`config.mk`:
```
export PLATFORM = sky130hd
export DESIGN_NAME = bcd_scan_display
export DESIGN_NICKNAME = d
export VERILOG_FILES = /design/src/rtl/bcd_pkg.sv /design/src/rtl/seg7_encode.sv /design/src/rtl/bcd_scan_display.sv
export SDC_FILE = /design/constraint.sdc
export NUM_CORES = 1
export LEC_CHECK = 0
export ABC_AREA = 1
export CAP_MARGIN = 20
export CORE_ASPECT_RATIO = 0.75
export CORE_MARGIN = 3
export CORE_UTILIZATION = 45
export CTS_BUF_LIST = sky130_fd_sc_hd__clkbuf_2
export DETAILED_ROUTE_END_ITERATION = 12
export PLACE_DENSITY = 0.71
export SLEW_MARGIN = 0
export SYNTH_ARGS = -nofsm -noshare
export SYNTH_HDL_FRONTEND = slang
export SYNTH_SLANG_ARGS = --single-unit
```
`constraint.sdc`:
```
create_clock -name CLK -period 2.3 [get_ports CLK]
set_clock_uncertainty 0.2 [all_clocks]
set_input_delay 0.345 -clock CLK [delete_from_list [all_inputs] [get_ports CLK]]
set_output_delay 0.345 -clock CLK [all_outputs]
set_load 0.03 [all_outputs]
```
`src/rtl/bcd_pkg.sv`:
```
// -----------------------------------------------------------------------------
// bcd_pkg
// Shared definitions for the BCD conversion / multiplexed 7-segment display
// slice: segment code table, blank code, FSM state type and an index-width
// helper.
// -----------------------------------------------------------------------------
package bcd_pkg;

    // Active-low segment patterns {dp,g,f,e,d,c,b,a}; dp is always off.
    localparam logic [7:0] SEG_CODE [0:9] = '{
        8'hC0, 8'hF9, 8'hA4, 8'hB0, 8'h99,
        8'h92, 8'h82, 8'hF8, 8'h80, 8'h90
    };

    // All segments dark.
    localparam logic [7:0] SEG_OFF = 8'hFF;

    // Conversion FSM states.
    typedef enum logic {
        IDLE,
        CONV
    } state_t;

    // Width of a counter/index holding 0..n-1; never narrower than one bit.
    function automatic int idx_width(input int n);
        return (n <= 1) ? 1 : $clog2(n);
    endfunction

endpackage

```
`src/rtl/seg7_encode.sv`:
```
// -----------------------------------------------------------------------------
// seg7_encode
// Combinational BCD digit to active-low 7-segment pattern.
//   digit : 4-bit BCD digit (values above 9 show dark)
//   blank : 1 = force all segments off
//   seg   : {dp,g,f,e,d,c,b,a}, active-low
// -----------------------------------------------------------------------------
module seg7_encode
    import bcd_pkg::*;
(
    input  logic [3:0] digit,
    input  logic       blank,
    output logic [7:0] seg
);

    // NOTE: every output of a combinational block gets a default first, so no
    // path through the block leaves it unassigned and infers a latch.
    always_comb begin
        seg = SEG_OFF;
        if (!blank && (digit < 4'd10)) begin
            seg = SEG_CODE[digit];
        end
    end

endmodule

```
`src/rtl/bcd_scan_display.sv`:
```
// -----------------------------------------------------------------------------
// bcd_scan_display
// Sequential double-dabble binary-to-BCD converter with a LOAD/BUSY/DONE
// handshake, feeding a prescaled, multiplexed 7-segment display with optional
// leading-zero blanking.
//   CLK        : system clock, rising edge
//   RST_N      : asynchronous active-low reset
//   BIN        : binary value, sampled when LOAD is accepted
//   LOAD       : conversion request, accepted only while idle
//   BLANK_LZ   : 1 = blank leading zero digits (digit 0 is never blanked)
//   BUSY       : conversion in progress
//   DONE       : one-cycle pulse on the edge that updates BCD
//   BCD        : packed result, digit i at [4i+3:4i], digit 0 = units
//   SEG_BIT    : segments {dp,g,f,e,d,c,b,a}, active-low, registered
//   SELECT_BIT : one-hot active-low digit enable, registered
// -----------------------------------------------------------------------------
module bcd_scan_display
    import bcd_pkg::*;
#(
    parameter int BIN_WIDTH  = 8,
    parameter int NUM_DIGITS = 3,
    parameter int SCAN_DIV   = 1000
) (
    input  logic                    CLK,
    input  logic                    RST_N,
    input  logic [BIN_WIDTH-1:0]    BIN,
    input  logic                    LOAD,
    input  logic                    BLANK_LZ,
    output logic                    BUSY,
    output logic                    DONE,
    output logic [4*NUM_DIGITS-1:0] BCD,
    output logic [7:0]              SEG_BIT,
    output logic [NUM_DIGITS-1:0]   SELECT_BIT
);

    localparam int BCD_W = 4 * NUM_DIGITS;
    localparam int CNT_W = idx_width(BIN_WIDTH);
    localparam int IDX_W = idx_width(NUM_DIGITS);
    localparam int PRE_W = idx_width(SCAN_DIV);

    // ------------------------------------------------------------------
    // Elaboration-time parameter checks
    // ------------------------------------------------------------------
    if (BIN_WIDTH < 1 || BIN_WIDTH > 27) begin : g_bad_bin_width
        $fatal(1, "bcd_scan_display: BIN_WIDTH must be 1..27");
    end
    if (NUM_DIGITS < 1 || NUM_DIGITS > 8) begin : g_bad_num_digits
        $fatal(1, "bcd_scan_display: NUM_DIGITS must be 1..8");
    end
    if (SCAN_DIV < 1) begin : g_bad_scan_div
        $fatal(1, "bcd_scan_display: SCAN_DIV must be >= 1");
    end
    if ((10 ** NUM_DIGITS) <= ((2 ** BIN_WIDTH) - 1)) begin : g_too_few_digits
        $fatal(1, "bcd_scan_display: NUM_DIGITS too small for BIN_WIDTH");
    end

    // ------------------------------------------------------------------
    // Conversion FSM and datapath
    // ------------------------------------------------------------------
    state_t               state;
    state_t               next_state;
    logic [BIN_WIDTH-1:0] shift_reg;
    logic [BCD_W-1:0]     scratch;
    logic [BCD_W-1:0]     dabbled;
    logic [BCD_W-1:0]     shifted;
    logic [CNT_W-1:0]     iter_cnt;
    logic [BCD_W-1:0]     bcd_q;
    logic                 done_q;
    logic                 load_accept;
    logic                 last_iter;

    always_comb begin
        next_state  = state;
        load_accept = 1'b0;
        last_iter   = 1'b0;
        case (state)
            IDLE: begin
                if (LOAD) begin
                    load_accept = 1'b1;
                    next_state  = CONV;
                end
            end
            CONV: begin
                if (iter_cnt == CNT_W'(BIN_WIDTH - 1)) begin
                    last_iter  = 1'b1;
                    next_state = IDLE;
                end
            end
            default: next_state = IDLE;
        endcase
    end

    // One double-dabble step: correct each digit >= 5, then shift the next
    // binary MSB into the units digit.
    always_comb begin
        dabbled = scratch;
        for (int i = 0; i < NUM_DIGITS; i++) begin
            if (scratch[4*i +: 4] >= 4'd5) begin
                dabbled[4*i +: 4] = scratch[4*i +: 4] + 4'd3;
            end
        end
        shifted = {dabbled[BCD_W-2:0], shift_reg[BIN_WIDTH-1]};
    end

    // NOTE: clocked state is updated with non-blocking assignments so every
    // register samples pre-edge values regardless of statement order.
    always_ff @(posedge CLK or negedge RST_N) begin
        if (!RST_N) begin
            state     <= IDLE;
            shift_reg <= '0;
            scratch   <= '0;
            iter_cnt  <= '0;
            bcd_q     <= '0;
            done_q    <= 1'b0;
        end else begin
            state  <= next_state;
            done_q <= 1'b0;
            if (load_accept) begin
                shift_reg <= BIN;
                scratch   <= '0;
                iter_cnt  <= '0;
            end else if (state == CONV) begin
                shift_reg <= shift_reg << 1;
                scratch   <= shifted;
                iter_cnt  <= iter_cnt + CNT_W'(1);
                // Result is published whole on the final step only.
                if (last_iter) begin
                    bcd_q  <= shifted;
                    done_q <= 1'b1;
                end
            end
        end
    end

    assign BUSY = (state == CONV);
    assign DONE = done_q;
    assign BCD  = bcd_q;

    // ------------------------------------------------------------------
    // Display scan
    // ------------------------------------------------------------------
    logic [PRE_W-1:0]      presc;
    logic [IDX_W-1:0]      scan_idx;
    logic [NUM_DIGITS-1:0] upper_zero;
    logic [NUM_DIGITS-1:0] sel_onehot;
    logic                  zero_run;
    logic [3:0]            cur_digit;
    logic                  cur_blank;
    logic [7:0]            seg_enc;
    logic [7:0]            seg_q;
    logic [NUM_DIGITS-1:0] sel_q;

    // upper_zero[i] = digits i..NUM_DIGITS-1 are all zero.
    always_comb begin
        zero_run   = 1'b1;
        upper_zero = '0;
        for (int i = NUM_DIGITS - 1; i >= 0; i--) begin
            zero_run      = zero_run && (bcd_q[4*i +: 4] == 4'd0);
            upper_zero[i] = zero_run;
        end
    end

    always_comb begin
        sel_onehot           = '0;
        sel_onehot[scan_idx] = 1'b1;
        cur_digit            = bcd_q[4*int'(scan_idx) +: 4];
        cur_blank            = BLANK_LZ && (scan_idx != '0) && upper_zero[scan_idx];
    end

    seg7_encode u_seg7_encode (
        .digit (cur_digit),
        .blank (cur_blank),
        .seg   (seg_enc)
    );

    always_ff @(posedge CLK or negedge RST_N) begin
        if (!RST_N) begin
            presc    <= '0;
            scan_idx <= '0;
            seg_q    <= SEG_OFF;
            sel_q    <= '1;
        end else begin
            if (presc == PRE_W'(SCAN_DIV - 1)) begin
                presc    <= '0;
                scan_idx <= (scan_idx == IDX_W'(NUM_DIGITS - 1)) ? '0 : scan_idx + IDX_W'(1);
            end else begin
                presc <= presc + PRE_W'(1);
            end
            seg_q <= seg_enc;
            sel_q <= ~sel_onehot;
        end
    end

    assign SEG_BIT    = seg_q;
    assign SELECT_BIT = sel_q;

endmodule

```
==> results.yml <==
global_route:
  first_global_vias: 2118
  grt_first_pass_wirelength_mm: 9.85
  grt.total_usage_pct: 17.0
  antenna_found_initial: 0
  gr-total-overflow: 0
  grt_max_degree: 60
timing:
  slew_viol_final: 0
  hold_viol_final: 0
  fin_setup_tns_ns: 0
  period_minus_slack_ns: 2.16
  fmax_mhz: 463
  finalSetupViolCount: 0
  fin_crit_sh_pct: 93.9
  whs_ns: 0.153
  rsz0062_at_grt: "false"
final_layout:
  syn_to_final_growth_pct: 20.4
  fillCellCount: 559
  diodes: 0
  fin_nets: 394
  final_util_pct: 57.8
  layout-drive-gt1-share_pct: 14.2
power:
  powerDensity_mw_per_mm2: 1260
  fin_total_pwr_w: 0.00439
  peakVddDrop_mv: 0.804
  p_leak_nw: 1.82
floorplan:
  fp.dieH_microns: 75.5
  die_area_sq_mm: 0.00745
  die_x_microns: 98.7
  initial_core_util_pct: 48.0
  rows: 24
  io_pins: 37
  core_area_sq_mm: 0.00604
routing:
  wl_mm: 5.66
  drt-initial-drc-count: 119
  antenna_left: 0
  via_per_inst: 4.91
  wl_per_cell_microns: 12.5
  vias: 2213
  drc_errors: 0
  first_pass_iters: 4
clocking:
  clk_latency_ns: 0.48
  htreeDepth: 3
  postCtsSetupBuffers: 0
  cts_tree: "built"
  clkSinkCount: 59
  path_clk_slew_ns: 0.17
  cts_buffers: 9
  cts_root_buffer: "clkbuf_2"
  clockBufferDepth: 2
placed_design:
  port-buffer-count: 35
  place.gp.congestion: 0.840
  dpl.hpwl_mm: 4.03
setup_path:
  crit_chain: "clkdlybuf4s50_1"
  timing.rr.start: "scan_idx[0]$_DFFE_PN0N_"
  cp_slowest_stage_delay_ns: 0.70
  cp-start-kind: "flop"
  worst_r2r_path_depth: 9
  cp.buffers_inverters: 1
  crit_end: "BCD[8]"
  rrSetupSlack_ns: 0.38
  cpLargestDelayFamily: "buffers and inverters"
  rr_endpoint: "SEG_BIT[3]$_DFF_PN1_"
  worstPathArrival_ns: 1.62
  path_max_fanout: 4
  slowest_stage: "clkdlybuf4s50_1"
  critPathKind: "flop to primary output"
  end_kind: "primary output"
  cp.required_ns: 1.75
  startpoint: "BCD[8]$_DFFE_PN0P_"
  critical_path_depth: 1
logic_synthesis:
  synth_area_sq_mm: 0.00290
  ys_types: 33
  synth_area_leaders: "dfrtp_1 42%, nand2_1 11%, dfstp_2 9.1%, ha_1 6.0%, inv_1 5.3%"
  yosys.area.top_type: "dfrtp_1"
  yosysWarningCount: 0
  synth_cells: 324
  syn_area_per_cell_sq_um: 8.95
  synth_ff_type: "dfrtp_1"
  synth_edf_count: 0
  syn-num-nets: 350
  seq_area_frac_synth_pct: 51.4
  ys_ff_latch: 59
  synth_top_cell_area_share_pct: 42.3
  ys_async_sr_fraction_pct: 100
  synth_common_cells: "87 x nand2_1, 49 x dfrtp_1, 41 x inv_1"
  synth.most_common_cell: "nand2_1"
flow_run:
  cap_violations: 0
status:
  run_status: "complete, no violations"
hold_path:
  hp-class: "input port to async pin"
==> power by group <==
| group | total (W) | internal (W) | switching [W] |
|---|---|---|---|
| combinational | 0.00210 | 0.000814 | 0.00129 |
| sequential | 0.00166 | 0.00143 | 0.000233 |
| clock | 0.000633 | 0.000265 | 0.000368 |
==> stage by stage <==
| step | setup slack [ns] | area, sq um | instances |
|---|---|---|---|
| 2_1_floorplan | 0.506 | 2900 | 324 |
| 5_1_grt | 0.00276 | 3490 | 451 |
| 3_3_place_gp | 0.458 | 3350 | 434 |
| 4_1_cts | 0.00948 | 3460 | 451 |
| 6_report | 0.140 | 3490 | 451 |
| 3_5_place_dp | 0.357 | 3350 | 434 |
==> how the worst min path moves through the flow <==
stage               slack (ns)                  endpoint    from
global route              0.12  shift_reg[1]$_DFFE_PN0P_  BIN[1]
finish                    0.15        presc[9]$_DFF_PN0_   RST_N
detailed placement        0.17        presc[3]$_DFF_PN0_   RST_N
floorplan                -0.15        BCD[0]$_DFFE_PN0P_   RST_N
global placement          0.17        presc[4]$_DFF_PN0_   RST_N
CTS                       0.13  shift_reg[0]$_DFFE_PN0P_  BIN[0]
==> metal layers <==
metal	part of all wire, %	vias to the layer above	track usage [%]	wire length (microns)
met5	0	-	0	0
met4	1.8	0	7.12	104
met3	4.9	12	6.31	279
met2	46	42	26.2	2600
met1	47	1039	22.0	2670
li1	-	1120	-	-
==> area by class of cell <==
cell class,instances,area [sq um],share of cell area (%)
flip-flops and latches,59,1490,42.7
well taps,78,97.6,2.80
clock buffers,13,65.1,1.86
repair buffers,41,432,12.4
clock inverters,3,38.8,1.11
multi-input cells,212,1200,34.4
inverters,45,169,4.84
==> cell usage in the layout (no fill, tap or decap), types with 4 or more instances in the layout <==
master / instances
nand2_1: 87
clkbuf_2: 13
nand3_2: 4
a21oi_1: 5
dfstp_2: 10
ha_1: 14
dfrtp_1: 49
inv_2: 4
o21ai_0: 27
nand2_2: 4
xor2_1: 7
nand3_1: 16
dlymetal6s2s_1: 11
inv_1: 41
buf_4: 4
o22ai_1: 6
nor2_1: 16
clkdlybuf4s50_1: 22
==> logic make-up (layout without fill, tap and decap cells) <==
family                     after synthesis  after routing  share of synthesized area (%)
AOI/OAI and AO/OA                       50             50                           10.4
xor gates and xnor gates                 7              7                           2.11
adders and majority gates               14             14                           6.04
buffers and inverters                   53            102                           7.25
DFF                                     59             59                           51.4
other                                    1              1                          0.129
and+or+nand+nor                        140            140                           22.7
==> what timing repair did <==
item / CTS / global route
setup endpoints to repair: 1 / 11
hold endpoints to repair: 59 / 0
hold buffers: 1 / 0
resized for setup: 1 / 11
(Power assumes the default switching activity.)
==> edit (config.mk and constraints unchanged) <==
Reset style: synchronous (`RST_N`), changed in 2 clocked blocks. Comments in the files are not updated.
--- a/src/rtl/bcd_scan_display.sv
+++ b/src/rtl/bcd_scan_display.sv
@@ -106,3 +106,3 @@
     // register samples pre-edge values regardless of statement order.
-    always_ff @(posedge CLK or negedge RST_N) begin
+    always_ff @(posedge CLK) begin
         if (!RST_N) begin
@@ -175,3 +175,3 @@
 
-    always_ff @(posedge CLK or negedge RST_N) begin
+    always_ff @(posedge CLK) begin
         if (!RST_N) begin
Function: differs if RST_N is asserted again (counterexample within 4 cycles, from zero or initial values and one cycle with RST_N low); with RST_N held inactive, the same outputs for 10 cycles.
==> edit against the unedited design <==
- utilization is 0.84 points lower
- global-route usage is 0.15 points higher
- worst setup slack better by 0.015 ns
- routed wire length is 1.4% higher
- area after synthesis is 1.4% lower
- cell count is 14% higher
- fmax is 0.68% higher
- first-iteration DRC count is 3.4% lower
- final area is 2.4% lower
- sequential cell count stayed put
- critical path type unchanged
- largest cell class is now multi-input gates
- highest routed layer unchanged
Power is not compared: it rests on default switching activity, and its combinational part moved more than twofold at a synthesized area within 25%.
==> edit: results (changes against the unedited design) <==
Hpwl dp: 4330 um (was 4030 um)
WHS Endpoint: shift_reg[0]$_SDFFE_PN0P_
Vias in the first global route: 2195 (was 2118)
Setup bufs post-CTS: 0 (unchanged)
Met2 Use GR: 26.6% (was 26.2%)
Initial antenna violation count: 0 (unchanged)
HP Class: in -> reg (was in -> async)
First-pass GRT wire length: 9960 um (was 9850 um)
Largest cells by area after synthesis: dfxtp_1, nand2_1, inv_1 (was dfrtp_1, nand2_1, dfstp_2)
GR met3 Demand/Resource: 5.56% (was 6.31%)
CTS resizes: 0 (was 1)
WP data arrival: 1.60 ns (was 1.62 ns)
# port buffers: 35 (unchanged)
Main synth FF type: dfxtp_1 (was dfrtp_1)
Nets: 456 (was 394)
H-tree levels: 3 (unchanged)
Clock slew at reported path FFs: 0.15 ns (was 0.17 ns)
Post-synthesis xor/xnor area fraction: 1.84% (was 2.11%)
CTS root buffer: clkbuf_2 (unchanged)
Synthesized Nets: 414 (was 350)
Worst skew pair latency: 0.48 ns (about the same)
Initial drt markers: 115 (was 119)
Vias per Instance: 4.73 (was 4.91)
Setup slack, reg-to-reg: 0.30 ns (was 0.38 ns)
Max_slew headroom: 65.8%
Worst r2r dst: SEG_BIT[3]$_SDFF_PN1_ (was SEG_BIT[3]$_DFF_PN1_)
CP peak stage delay: 0.70 ns (about the same)
Drt first pass iters: 4 (unchanged)
Slowest stage cell, crit path: clkdlybuf4s50_1 (unchanged)
Largest net degree at the start of global routing: 23 (was 60)
Post-route non-filler standard cell count: 513 (was 451)
WHS: 0.235 ns (was 0.153 ns)
Bufs on Longest Clock Path: 2 (unchanged)
Placer Congestion: 0.823 (was 0.840)
Reg2reg start: scan_idx[1]$_SDFFE_PN0P_ (was scan_idx[0]$_DFFE_PN0N_)
Family with the most delay on the worst path: buffers and inverters (unchanged)
Fraction of registers with async set or reset after synthesis: 0% (was 100%)
Post-DP Area: 3280 um2 (was 3350 um2)
Compound-Gate Fraction of Synth Area: 9.85% (was 10.4%)
Layout cells sized above 1: 10.3% (was 14.2%)
Inst Count DP: 497 (was 434)
Multiplexer share of the synthesized area: 0% (unchanged)
Synth Area per Inst: 7.37 um2 (was 8.95 um2)
Fillcell total: 562 (was 559)
Adder-cell share of the synthesized area: 6.13% (was 6.04%)
CTS buffer count: 9 (unchanged)
WL/cell: 11.2 um (was 12.5 um)
Top cells by count, synth: nand2_1, dfxtp_1, inv_1, nand3_1, a21oi_1 (was nand2_1, dfrtp_1, inv_1, o21ai_0)
Worst hold start: BIN[0]
Slack of the critical path: 0.154 ns (was 0.140 ns)
Pre-CTS setup slack: 0.340 ns (was 0.357 ns)
Met1 usage: 22.5% (was 22.0%)
Status: complete, no violations (unchanged)
Overall Global Routing Usage: 17.1% (was 17.0%)
Post-synthesis sequential area ratio: 41.3% (was 51.4%)
-- edit: cell count changes after synthesis, sizes merged, moves of 3 or more --
cell	before	now
inv	45	68
dfstp	10	0
o21ai	27	24
buf	5	8
dfxtp	0	59
nand3	21	31
o221ai	3	0
a21oi	6	21
nand2	92	115
dfrtp	49	0
-- edit: final cells by class --
type                            count  area, um2  area share (%)
Multi-Input combinational cell    252       1350            39.5
Sequential cell                    59       1180            34.7
Timing Repair Buffer               40        388            11.4
Inverter                           68        263            7.71
Tap cell                           78       97.6            2.87
Clock inverter                      6       80.1            2.35
Clock buffer                       10       50.0            1.47
-- edit: worst reg2reg max path, stage by stage, from the launching register on --
cell and delay (ns):
dfxtp_1 0.68, inv_6 0.07, nor2_1 0.16, nand2_1 0.07, nand3_1 0.13, inv_1 0.11
ha_1 0.31, nand2_1 0.05, nand3_1 0.08, nand2_1 0.05
-- edit: worst max path at each step --
stage	startpoint	end
after floorplan	BCD[5]$_SDFFE_PN0P_	SEG_BIT[0]$_SDFF_PN1_
after global placement	scan_idx[1]$_SDFFE_PN0P_	SEG_BIT[3]$_SDFF_PN1_
after detailed placement	scan_idx[0]$_SDFFE_PN0P_	SEG_BIT[3]$_SDFF_PN1_
after CTS	BCD[6]$_SDFFE_PN0P_	BCD[6]
after global routing	BCD[6]$_SDFFE_PN0P_	BCD[6]
final	BCD[6]$_SDFFE_PN0P_	BCD[6]
-- edit: metal layers --
layer	part of all wire (%)	wire length, um	up-vias
li1	-	-	1297
met1	50	2860	1066
met2	44	2540	54
met3	4.6	263	7
met4	1.2	71	0
met5	0	0	-
-- edit: report_power, final --
part           internal [uW]  switching, uW  total, uW
Combinational           79.8            125        205
Sequential              1060           18.8       1080
Clock                    358            378        736
